$ cat src/rtl/sim_result_uart_tx.sv
// Snapshots simulator results and ships them as a framed 8N1 UART packet.
// Define SIM_RESULT_CHECKSUM_EN to append an XOR checksum byte.
module sim_result_uart_tx #(
  parameter int         CLKS_PER_BIT = 104,
  parameter logic [7:0] HEADER       = 8'hA5
) (
  input  logic        clock,
  input  logic        reset,
  input  logic        start,
  input  logic        out1,
  input  logic [15:0] out2,
  input  logic [31:0] out3,
  input  logic [15:0] out4,
  input  logic [15:0] out5,
  output logic        tx,
  output logic        busy,
  output logic        done
);

`ifdef SIM_RESULT_CHECKSUM_EN
  localparam int NB = 13;
`else
  localparam int NB = 12;
`endif
  localparam logic [15:0] LAST_CNT  = 16'(CLKS_PER_BIT - 1);
  localparam logic [3:0]  LAST_BYTE = 4'(NB - 1);

  typedef enum logic [1:0] {
    IDLE,
    START_BIT,
    DATA_BITS,
    STOP_BIT
  } state_t;

  state_t      state_q, state_d;
  logic [80:0] snap_q, snap_d;
  logic [15:0] cnt_q, cnt_d;
  logic [3:0]  byte_idx_q, byte_idx_d;
  logic [2:0]  bit_idx_q, bit_idx_d;
  logic        tx_q, tx_d;
  logic        busy_q, busy_d;
  logic        done_q, done_d;
  logic [7:0]  cur_byte;
  logic [2:0]  next_bit;

`ifdef SIM_RESULT_CHECKSUM_EN
  logic [7:0] csum;
  assign csum = {7'b0, snap_q[80]}
              ^ snap_q[79:72] ^ snap_q[71:64]
              ^ snap_q[63:56] ^ snap_q[55:48]
              ^ snap_q[47:40] ^ snap_q[39:32]
              ^ snap_q[31:24] ^ snap_q[23:16]
              ^ snap_q[15:8]  ^ snap_q[7:0];
`endif

  // Snapshot layout: {out1, out2, out3, out4, out5}
  always_comb begin
    cur_byte = HEADER;
    case (byte_idx_q)
      4'd1:    cur_byte = {7'b0, snap_q[80]};
      4'd2:    cur_byte = snap_q[79:72];
      4'd3:    cur_byte = snap_q[71:64];
      4'd4:    cur_byte = snap_q[63:56];
      4'd5:    cur_byte = snap_q[55:48];
      4'd6:    cur_byte = snap_q[47:40];
      4'd7:    cur_byte = snap_q[39:32];
      4'd8:    cur_byte = snap_q[31:24];
      4'd9:    cur_byte = snap_q[23:16];
      4'd10:   cur_byte = snap_q[15:8];
      4'd11:   cur_byte = snap_q[7:0];
`ifdef SIM_RESULT_CHECKSUM_EN
      4'd12:   cur_byte = csum;
`endif
      default: cur_byte = HEADER;
    endcase
  end

  assign next_bit = bit_idx_q + 3'd1;

  always_comb begin
    state_d    = state_q;
    snap_d     = snap_q;
    cnt_d      = cnt_q;
    byte_idx_d = byte_idx_q;
    bit_idx_d  = bit_idx_q;
    tx_d       = tx_q;
    busy_d     = busy_q;
    done_d     = 1'b0;
    if (state_q == IDLE) begin
      tx_d   = 1'b1;
      busy_d = 1'b0;
      if (start) begin
        snap_d     = {out1, out2, out3, out4, out5};
        busy_d     = 1'b1;
        tx_d       = 1'b0;
        state_d    = START_BIT;
        byte_idx_d = 4'd0;
        bit_idx_d  = 3'd0;
        cnt_d      = 16'd0;
      end
    end else if (cnt_q != LAST_CNT) begin
      cnt_d = cnt_q + 16'd1;
    end else begin
      cnt_d = 16'd0;
      case (state_q)
        START_BIT: begin
          tx_d      = cur_byte[0];
          bit_idx_d = 3'd0;
          state_d   = DATA_BITS;
        end
        DATA_BITS: begin
          if (bit_idx_q == 3'd7) begin
            tx_d    = 1'b1;
            state_d = STOP_BIT;
          end else begin
            bit_idx_d = next_bit;
            tx_d      = cur_byte[next_bit];
          end
        end
        STOP_BIT: begin
          if (byte_idx_q == LAST_BYTE) begin
            state_d = IDLE;
            busy_d  = 1'b0;
            done_d  = 1'b1;
          end else begin
            byte_idx_d = byte_idx_q + 4'd1;
            tx_d       = 1'b0;
            state_d    = START_BIT;
          end
        end
        default: state_d = IDLE;
      endcase
    end
  end

  always_ff @(posedge clock or posedge reset) begin
    if (reset) begin
      state_q    <= IDLE;
      snap_q     <= '0;
      cnt_q      <= '0;
      byte_idx_q <= '0;
      bit_idx_q  <= '0;
      tx_q       <= 1'b1;
      busy_q     <= 1'b0;
      done_q     <= 1'b0;
    end else begin
      state_q    <= state_d;
      snap_q     <= snap_d;
      cnt_q      <= cnt_d;
      byte_idx_q <= byte_idx_d;
      bit_idx_q  <= bit_idx_d;
      tx_q       <= tx_d;
      busy_q     <= busy_d;
      done_q     <= done_d;
    end
  end

  assign tx   = tx_q;
  assign busy = busy_q;
  assign done = done_q;

endmodule

$ cat config.mk
export PLATFORM = sky130hd
export DESIGN_NAME = sim_result_uart_tx
export DESIGN_NICKNAME = d
export VERILOG_FILES = /design/src/rtl/sim_result_uart_tx.sv
export SDC_FILE = /design/constraint.sdc
export NUM_CORES = 1
export LEC_CHECK = 0
export ABC_AREA = 1
export CORE_MARGIN = 8
export CORE_UTILIZATION = 35
export CTS_BUF_LIST = sky130_fd_sc_hd__clkbuf_4
export DETAILED_ROUTE_END_ITERATION = 8
export HOLD_SLACK_MARGIN = 0.12
export SLEW_MARGIN = 20
export SYNTH_ARGS = -nofsm -noshare
export SYNTH_HDL_FRONTEND = slang
export SYNTH_SLANG_ARGS = --single-unit
$ cat constraint.sdc
create_clock -name clock -period 5.4 [get_ports clock]
set_input_delay 1.62 -clock clock [delete_from_list [all_inputs] [get_ports clock]]
set_output_delay 1.62 -clock clock [all_outputs]
set_load 0.1 [all_outputs]
==> results of run 1 <==
## tightest hold or removal path, cell delays in order, from the launching register on
cell	delay, ns
dfstp_2	0.40
nand2_1	0.06
nand2_1	0.05
## layout make-up
cell class	instances	share of cell area (%)
Clock buffer	10	1.10
Tap cell	216	3.96
Timing Repair Buffer	90	13.2
Inverter	55	3.17
Antenna cell	1	0.0366
Sequential cell	109	40.0
Multi-Input combinational cell	553	37.9
Clock inverter	6	0.696
## synth_stat cells (2+ instances only)
| master | n |
|---|---|
| nor2_8 | 2 |
| o21ai_0 | 41 |
| nand2_1 | 315 |
| clkinv_1 | 2 |
| o22ai_1 | 6 |
| o211ai_1 | 2 |
| dfrtp_1 | 108 |
| xor2_1 | 4 |
| nand3_1 | 60 |
| nor2_1 | 51 |
| inv_1 | 49 |
| nand4_1 | 31 |
| nand3_2 | 4 |
| ha_1 | 11 |
| buf_2 | 12 |
| clkbuf_1 | 14 |
| nor4_1 | 3 |
| buf_4 | 2 |
| inv_2 | 2 |
| buf_6 | 5 |
| nor3_4 | 2 |
| nor2_2 | 4 |
| a21oi_1 | 6 |
| nand2_2 | 3 |
## flip-flops by register name, summed over array words and instances (netlist names)
signal / flops
state_q: 2
snap_q: 81
bit_idx_q: 3
tx: 1
busy: 1
done: 1
byte_idx_q: 4
cnt_q: 16
## per-stage QoR
step | hold WS (ns) | utilization [%] | cell area (um^2)
global placement | 0.465 | 42.1 | 6710
floorplan | 0.449 | - | 5710
detailed placement | 0.466 | 42.1 | 6710
global route | 0.515 | 42.8 | 6830
CTS | 0.491 | 42.8 | 6830
finish | 0.486 | 42.8 | 6830
## kinds of logic (layout without fill, tap and decap cells)
group / count (synthesis) / count (layout)
adders and majority gates: 11 / 11
xor gates and xnor gates: 4 / 4
AOI/OAI and AO/OA: 59 / 59
and+or+nand+nor: 479 / 479
buffers and inverters: 89 / 161
other: 0 / 1
DFF: 109 / 109
## where the power goes
group          total [W]  switching [W]  leakage (nW)  internal (W)
sequential      0.000817              0          1.40      0.000817
clock           0.000390       0.000287        0.0622      0.000103
combinational  0.0000797      0.0000266          2.02     0.0000531
total            0.00129       0.000313          3.48      0.000973
## per-layer routing
| metal | up-vias | track usage [%] | share of wire, % | wire length (um) |
|---|---|---|---|---|
| li1 | 2542 | - | - | - |
| met1 | 2384 | 22.5 | 49 | 7710 |
| met2 | 117 | 23.8 | 45 | 6970 |
| met3 | 12 | 2.52 | 4.7 | 731 |
| met4 | 0 | 5.81 | 1.4 | 223 |
| met5 | - | 0 | 0 | 0 |
## worst max-delay path by stage
stage | endpoint | slack (ns) | cells past startpoint
after floorplan | bit_idx_q[0] | 0.91 | 1
after global placement | byte_idx_q[2] | 1.96 | 8
after detailed placement | byte_idx_q[2] | 1.97 | 8
after CTS | tx | 1.55 | 1
after global routing | tx | 1.54 | 1
final | tx | 1.60 | 1
==> flow_summary.json, run 1 <==
{
  "start_util_pct": 35.8,
  "setup_ws_ns": 1.60,
  "p_leak_nw": 3.48,
  "cpMaxStageDelayCell": "clkdlybuf4s50_1",
  "rr_worst_depth": 9,
  "critical_path.endpoint_type": "output port",
  "synthMuxAreaShare_pct": 0,
  "final_max_slew_viol_count": 0,
  "synth_fp_nets": 846,
  "reg2reg_slack_ns": 2.81,
  "finalHoldViolations": 0,
  "multiInputGateArea_um2": 2590,
  "synthToLayoutAreaGrowth_pct": 19.5,
  "core_um2": 15900,
  "synthAdderAreaFrac_pct": 2.41,
  "min_path_type": "reg -> reg",
  "peakVddDrop_mv": 0.127,
  "post_drt_wl_per_cell_um": 15.0,
  "synth.distinct_cells": 36,
  "setup_total_negative_slack_ns": 0,
  "synth_edf_count": 0,
  "dp.cells": 1023,
  "yosys-top-cells-area": "dfrtp_1 (47%), nand2_1 (21%), nand3_1 (5.3%)",
  "max-clock-path-buffers": 2,
  "synth_top_family_by_area": "simple AND/OR/NAND/NOR gates",
  "path_cells": "clkdlybuf4s50_1",
  "regArea_um2": 2730,
  "final_cell_mix": "nand2_1 (314), dfrtp_1 (108), clkdlybuf4s50_1 (86), nand3_1 (60), nor2_1 (51)",
  "drt_iter0_markers": 395,
  "hold_depth": 2,
  "overflow": 0,
  "max_stage_delay_ns": 1.13,
  "worst-slew-pin-transition_ns": 1.02,
  "globalplace.congestion": 0.812,
  "die_h_um": 144,
  "first_global_vias": 5031,
  "min_period_over_period_pct": 70.4,
  "power.density_nw_per_um2": 188,
  "final_common_cell": "nand2_1",
  "seq_area_frac_synth_pct": 47.8,
  "synth-seq-cells": 109,
  "antenna_found_initial": 1,
  "hpwl_um": 11200,
  "die_w_um": 144,
  "worstPathArrival_ns": 2.18,
  "post_cts.resized_instances": 0,
  "startpoint": "tx",
  "finalCriticalPeriod_ns": 3.80,
  "cp.required_ns": 3.78,
  "yosysTopAreaCellShare_pct": 47.3,
  "ant_nets": 0,
  "insertion_delay_ns": 0.49,
  "synth_simple_gate_area_share_pct": 36.6,
  "fmax_ghz": 0.263,
  "setup_violations": 0,
  "routed_wl_um": 15600,
  "numCtsBuffers": 9,
  "io_buffers": 86,
  "grt_pass1_wl_um": 25700,
  "place_ws_ns": 1.97,
  "ios": 87,
  "crit_fanout": 2,
  "instances_no_fill": 1040,
  "cts_setup_buffers": 0,
  "grt_setup_unrepaired": "false",
  "clk_pin_slew_ns": 0.17,
  "min_from": "tx",
  "hold_buffers": 0,
  "cts_root_buf": "clkbuf_4",
  "synth_cells": 751,
  "drive_gt1_share_pct": 5.59,
  "relSlewSlack_pct": 31.7,
  "yosys_most_used_dff": "dfrtp_1",
  "syn_avg_cell_area_um2": 7.61,
  "syn_area_um2": 5710,
  "synthXorXnorAreaFrac_pct": 0.613,
  "rows": 46,
  "track_usage_pct": 15.9,
  "cts_tree": "done",
  "grt_max_degree": 70,
  "final_nets": 913,
  "via_per_inst": 4.86,
  "clock-sinks": 109,
  "design_power_total_w": 0.00129,
  "die-area_um2": 20700,
  "drc": 0,
  "whs_endpoint": "tx",
  "async_flop_share_pct": 100,
  "drv_cap": 0,
  "rr_startpoint": "byte_idx_q[3]",
  "status": "finished, final reports clean",
  "htree_levels": 3,
  "crit_buf_inv": 1,
  "r2r-end": "tx",
  "fill_cells": 1703,
  "start_kind": "register",
  "vias": 5055,
  "firstDrtPassIters": 6,
  "yosysTopAreaCell": "dfrtp_1",
  "yosysWarningCount": 0,
  "worstSetupPathType": "reg -> out",
  "clock_skew_ns": 0.0291,
  "synth_compound_area_share_pct": 5.63,
  "crit_family": "buffers and inverters"
}
Power figures use the tool's default switching activity.
==> run 2, diff against run 1 <==
clock period = 3.8 ns   (was 5.4 ns; I/O delays follow)
==> run 2 against run 1 <==
  * Sequential cell count stayed put
  * Sequential power is 42% higher
  * Via count is 1.3% lower
  * Sequential share of layout area is 0.46 points lower
  * Critical path type is now reg -> reg
  * Critical endpoint is now done
==> flow_summary.json, run 2 (synthesis results as in run 1) <==
{
  "min_period_over_period_pct": 66.4,
  "final_nets": 914,
  "cp.required_ns": 4.18,
  "worstSetupPathType": "reg -> reg",
  "max_stage_delay_ns": 0.98,
  "status": "finished, final reports clean",
  "die_w_um": 144,
  "ant_nets": 0,
  "relSlewSlack_pct": 38.6,
  "top_register": "snap_q",
  "finalCriticalPeriod_ns": 2.52,
  "power.density_nw_per_um2": 291,
  "hold_buffers": 0,
  "cts_tree": "done",
  "clock_skew_ns": 0.0280,
  "routed_wl_um": 15400,
  "firstDrtPassIters": 5,
  "first_global_vias": 4983,
  "crit_fanout": 19,
  "hpwl_um": 10800,
  "post_cts.resized_instances": 0,
  "setup_total_negative_slack_ns": 0,
  "insertion_delay_ns": 0.49,
  "via_per_inst": 4.79,
  "clk_pin_slew_ns": 0.17,
  "design_power_total_w": 0.00201,
  "post_drt_wl_per_cell_um": 14.8,
  "path_cells": "inv_4, nor2_8, nand2_2, nor2_1, nand2_1, nor4_1",
  "utilization_pct": 43.3,
  "rows": 46,
  "cts_setup_buffers": 0,
  "grt_pass1_wl_um": 25700,
  "grt_max_degree": 110,
  "cts_root_buf": "clkbuf_4",
  "antenna_found_initial": 1,
  "finalHoldViolations": 0,
  "die_h_um": 144,
  "ios": 87,
  "worst-slew-pin-transition_ns": 0.921,
  "drive_gt1_share_pct": 6.07,
  "largest_register_ffs": 81,
  "numCtsBuffers": 9,
  "worstPathArrival_ns": 2.90,
  "die-area_um2": 20700,
  "htree_levels": 3,
  "final_common_cell": "nand2_1",
  "final_cell_mix": "nand2_1 (314), dfrtp_1 (108), clkdlybuf4s50_1 (83), nand3_1 (60), nor2_1 (51)",
  "track_usage_pct": 15.8,
  "setup_ws_ns": 1.28,
  "grt_setup_unrepaired": "false",
  "synthToLayoutAreaGrowth_pct": 20.9,
  "top_regs": "snap_q (81), cnt_q (16), byte_idx_q (4)",
  "core_um2": 15900,
  "min_path_type": "reg -> reg",
  "place_ws_ns": 0.921,
  "cpMaxStageDelayCell": "dfrtp_1",
  "overflow": 0,
  "fmax_ghz": 0.397,
  "max-clock-path-buffers": 2,
  "start_util_pct": 35.8,
  "p_leak_nw": 3.52,
  "clock-sinks": 109,
  "drv_cap": 0,
  "drt_iter0_markers": 502,
  "setup_violations": 0,
  "globalplace.congestion": 0.857,
  "whs_ns": 0.485,
  "io_buffers": 86,
  "critical_path.endpoint_type": "register",
  "peakVddDrop_mv": 0.133,
  "final_max_slew_viol_count": 0,
  "start_kind": "register",
  "vias": 4991,
  "drc": 0
}
[run 2: cell types whose count changed in the layout (fill, tap and decap cells not counted)]
cell,previous run,this run
buf_12,1,2
buf_4,3,6
bufinv_16,0,3
clkbuf_4,10,9
clkdlybuf4s50_1,86,83
clkinv_4,2,1
inv_4,2,1
[run 2: power breakdown]
part,internal [W],switching (W)
clock,0.000336,0.000402
combinational,0.0000760,0.0000360
sequential,0.00116,0
total,0.00157,0.000438
[run 2: routing by layer]
| metal | global-route usage (%) | wire length, um | part of all wire (%) |
|---|---|---|---|
| met1 | 22.3 | 7800 | 51 |
| met3 | 3.25 | 758 | 4.9 |
| met5 | 0 | 0 | 0 |
| met2 | 23.7 | 6590 | 43 |
| met4 | 4.81 | 220 | 1.4 |
[run 2: stage by stage]
| stage | cells | instance area [um^2] |
|---|---|---|
| CTS | 1040 | 6910 |
| detailed placement | 1024 | 6720 |
| global placement | 1024 | 6720 |
| global route | 1041 | 6910 |
| finish | 1041 | 6910 |
| floorplan | 751 | 5720 |
[run 2: area by class of cell]
class | count | area [um^2]
timing repair buffer | 91 | 916
clock inverter | 7 | 121
multi-input combinational | 553 | 2590
antenna | 1 | 2.50
inverter | 55 | 218
clock buffer | 9 | 67.6
fill | 1701 | 9030
sequential | 109 | 2730
tap | 216 | 270
[run 2: worst max-delay path: cells and delay by family, from the launching register on]
kind          cells  cell delay (ns)
buf+inv           1             0.24
flops             1             0.98
simple gates      5             1.20
[run 2: path summary, 6_finish.rpt]
| kind | start | endpoint | slack, ns | cells after the start |
|---|---|---|---|---|
| max in group asynchronous | reset | tx | 2.20 | 3 |
| worst max-delay path | byte_idx_q[3] | done | 1.28 | 6 |
| worst min register to register | tx | tx | 0.49 | 2 |
| worst max register to register | byte_idx_q[3] | done | 1.28 | 6 |
| min in group asynchronous | reset | snap_q[74] | 1.17 | 3 |
| worst min-delay path | tx | tx | 0.49 | 2 |
==> run 3, diff against run 2 <==
clock period = 2.4 ns   (was 3.8 ns; I/O delays follow)
==> run 3 against run 2 <==
  * Combinational power up 62%
  * Sequential share of layout area shrank 0.78 points
  * Clock-buffer cell count rose by 2
  * Sequential cell count stayed put
  * Register-to-register slack got worse by 1.0 ns
  * Global-route usage is 0.16 points higher
  * Cell area is 2.0% higher
  * Sequential power increased by 59%
  * Setup slack worse by 1.0 ns
  * Critical path depth grew 11
==> flow_summary.json, run 3 (synthesis results as in run 1) <==
{
  "status": "finished, final reports clean",
  "finalCriticalPeriod_ns": 2.15,
  "rows": 46,
  "dpl_cell_area_um2": 6860,
  "path_cells": "inv_1, ha_1, buf_4, inv_1, nor2_2, nand2_1, nand2_1, nor2_1, nand4_1, nand2_1, nand2_1, nand2_1, nand3_1, nand2_1, nand2_1, nand2_1, nand2_1",
  "critical_path.endpoint_type": "register",
  "clock-sinks": 109,
  "ios": 87,
  "cp.required_ns": 2.85,
  "final_max_slew_viol_count": 0,
  "clockPowerShare_pct": 36.7,
  "start_util_pct": 35.8,
  "drt_iter0_markers": 403,
  "crit_top_cell": "nand2_1",
  "crit_fanout": 17,
  "peakVddDrop_mv": 0.225,
  "fill_cells": 1652,
  "synthToLayoutAreaGrowth_pct": 23.4,
  "cts_tree": "done",
  "switching_power_w": 0.000673,
  "io_buffers": 86,
  "p_sw_share_pct": 21.1,
  "globalplace.congestion": 0.932,
  "htree_levels": 3,
  "core_um2": 15900,
  "post_cts.resized_instances": 0,
  "cts_setup_buffers": 0,
  "intPower_w": 0.00252,
  "design_power_total_w": 0.00319,
  "drc": 0,
  "track_usage_pct": 16.0,
  "hold_buffers": 0,
  "die_w_um": 144,
  "routed_wl_um": 15500,
  "top_register": "snap_q",
  "max_stage_delay_ns": 0.45,
  "setup_violations": 0,
  "grt_setup_unrepaired": "false",
  "first_global_vias": 5229,
  "clock_skew_ns": 0.0206,
  "grt_pass1_wl_um": 26100,
  "min_period_over_period_pct": 89.4,
  "cts_root_buf": "clkbuf_4",
  "via_per_inst": 4.81,
  "relSlewSlack_pct": 76.1,
  "hpwl_um": 11300,
  "power_frac_comb_pct": 5.7,
  "worstPathArrival_ns": 2.60,
  "finalHoldViolations": 0,
  "overflow": 0,
  "p_leak_nw": 3.60,
  "die-area_um2": 20700,
  "die_h_um": 144,
  "firstDrtPassIters": 5,
  "power.density_nw_per_um2": 452,
  "cpMaxStageDelayCell": "dfrtp_1",
  "post_drt_wl_per_cell_um": 14.8,
  "insertion_delay_ns": 0.49,
  "clk_pin_slew_ns": 0.17,
  "ant_nets": 0,
  "start_kind": "register",
  "antenna_found_initial": 1,
  "drive_gt1_share_pct": 7.54,
  "setup_total_negative_slack_ns": 0,
  "drv_cap": 0,
  "vias": 5065,
  "fmax_ghz": 0.466,
  "final_nets": 926,
  "top_regs": "snap_q (81), cnt_q (16), byte_idx_q (4)",
  "min_path_type": "reg -> reg",
  "final_cell_mix": "nand2_1 (314), dfrtp_1 (108), clkdlybuf4s50_1 (83), nand3_1 (60), nor2_1 (51)",
  "numCtsBuffers": 9,
  "grt_max_degree": 70,
  "seqPwrFrac_pct": 57.6,
  "largest_register_ffs": 81,
  "worstSetupPathType": "reg -> reg",
  "postLayoutCellArea_um2": 7050,
  "max-clock-path-buffers": 2,
  "worst-slew-pin-transition_ns": 0.357,
  "final_common_cell": "nand2_1"
}
-- run 3: cell types whose count changed in the layout (fill, tap and decap cells not counted) --
cell,change
buf_4,+8
clkinv_1,-1
clkbuf_4,+2
clkinv_4,-1
inv_6,+1
buf_12,+4
inv_8,-1
-- run 3: per-layer routing --
layer,share of wire [%],track usage [%],vias up
met4,1.3,4.37,0
met2,44,24.1,129
met3,5.5,4.15,12
met5,0,0,-
met1,49,22.1,2348
li1,-,-,2576
-- run 3: layout make-up --
class / count / area (um^2) / area share (%)
Clock buffer: 11 / 82.6 / 1.17
Timing Repair Buffer: 103 / 1060 / 15.0
Multi-Input combinational cell: 553 / 2590 / 36.7
Clock inverter: 5 / 106 / 1.51
Sequential cell: 109 / 2730 / 38.7
Inverter: 55 / 218 / 3.09
Tap cell: 216 / 270 / 3.83
Antenna cell: 1 / 2.50 / 0.0355
-- run 3: final timing paths --
| check | from | to | slack (ns) | cells after the start |
|---|---|---|---|---|
| setup reg to reg | byte_idx_q[0] | tx | 0.25 | 17 |
| hold / removal | snap_q[34] | snap_q[34] | 0.50 | 2 |
| min in group asynchronous | reset | snap_q[71] | 0.66 | 3 |
| max in group asynchronous | reset | snap_q[25] | 1.42 | 3 |
| setup / recovery | byte_idx_q[0] | tx | 0.25 | 17 |
| hold reg to reg | snap_q[34] | snap_q[34] | 0.50 | 2 |
-- run 3: per-stage QoR --
step | setup slack, ns | cells | hold WS, ns | utilization, %
after floorplan | 0.365 | 751 | 0.449 | -
after global placement | 0.283 | 1036 | 0.463 | 43.0
after detailed placement | 0.243 | 1036 | 0.468 | 43.0
after CTS | 0.268 | 1052 | 0.505 | 44.2
after global routing | 0.0518 | 1053 | 0.527 | 44.2
final | 0.254 | 1053 | 0.502 | 44.2
-- run 3: power groups by stage --
| stage | clock network, W | logic [W] | registers [W] |
|---|---|---|---|
| final | 0.00117 | 0.000181 | 0.00184 |
| after global routing | 0.00128 | 0.000199 | 0.00184 |
| after CTS | 0.00121 | 0.000186 | 0.00184 |
| after detailed placement | 0 | 0.000184 | 0.00187 |
| after global placement | 0 | 0.000186 | 0.00187 |
| after floorplan | 0 | 0.0000271 | 0.00187 |
-- run 3: critical path: cells and delay by family (launching register included) --
family                     cells  cell delay [ns]
and+or+nand+nor               13             1.04
buffers and inverters          3             0.46
DFF                            1             0.45
adders and majority gates      1             0.16
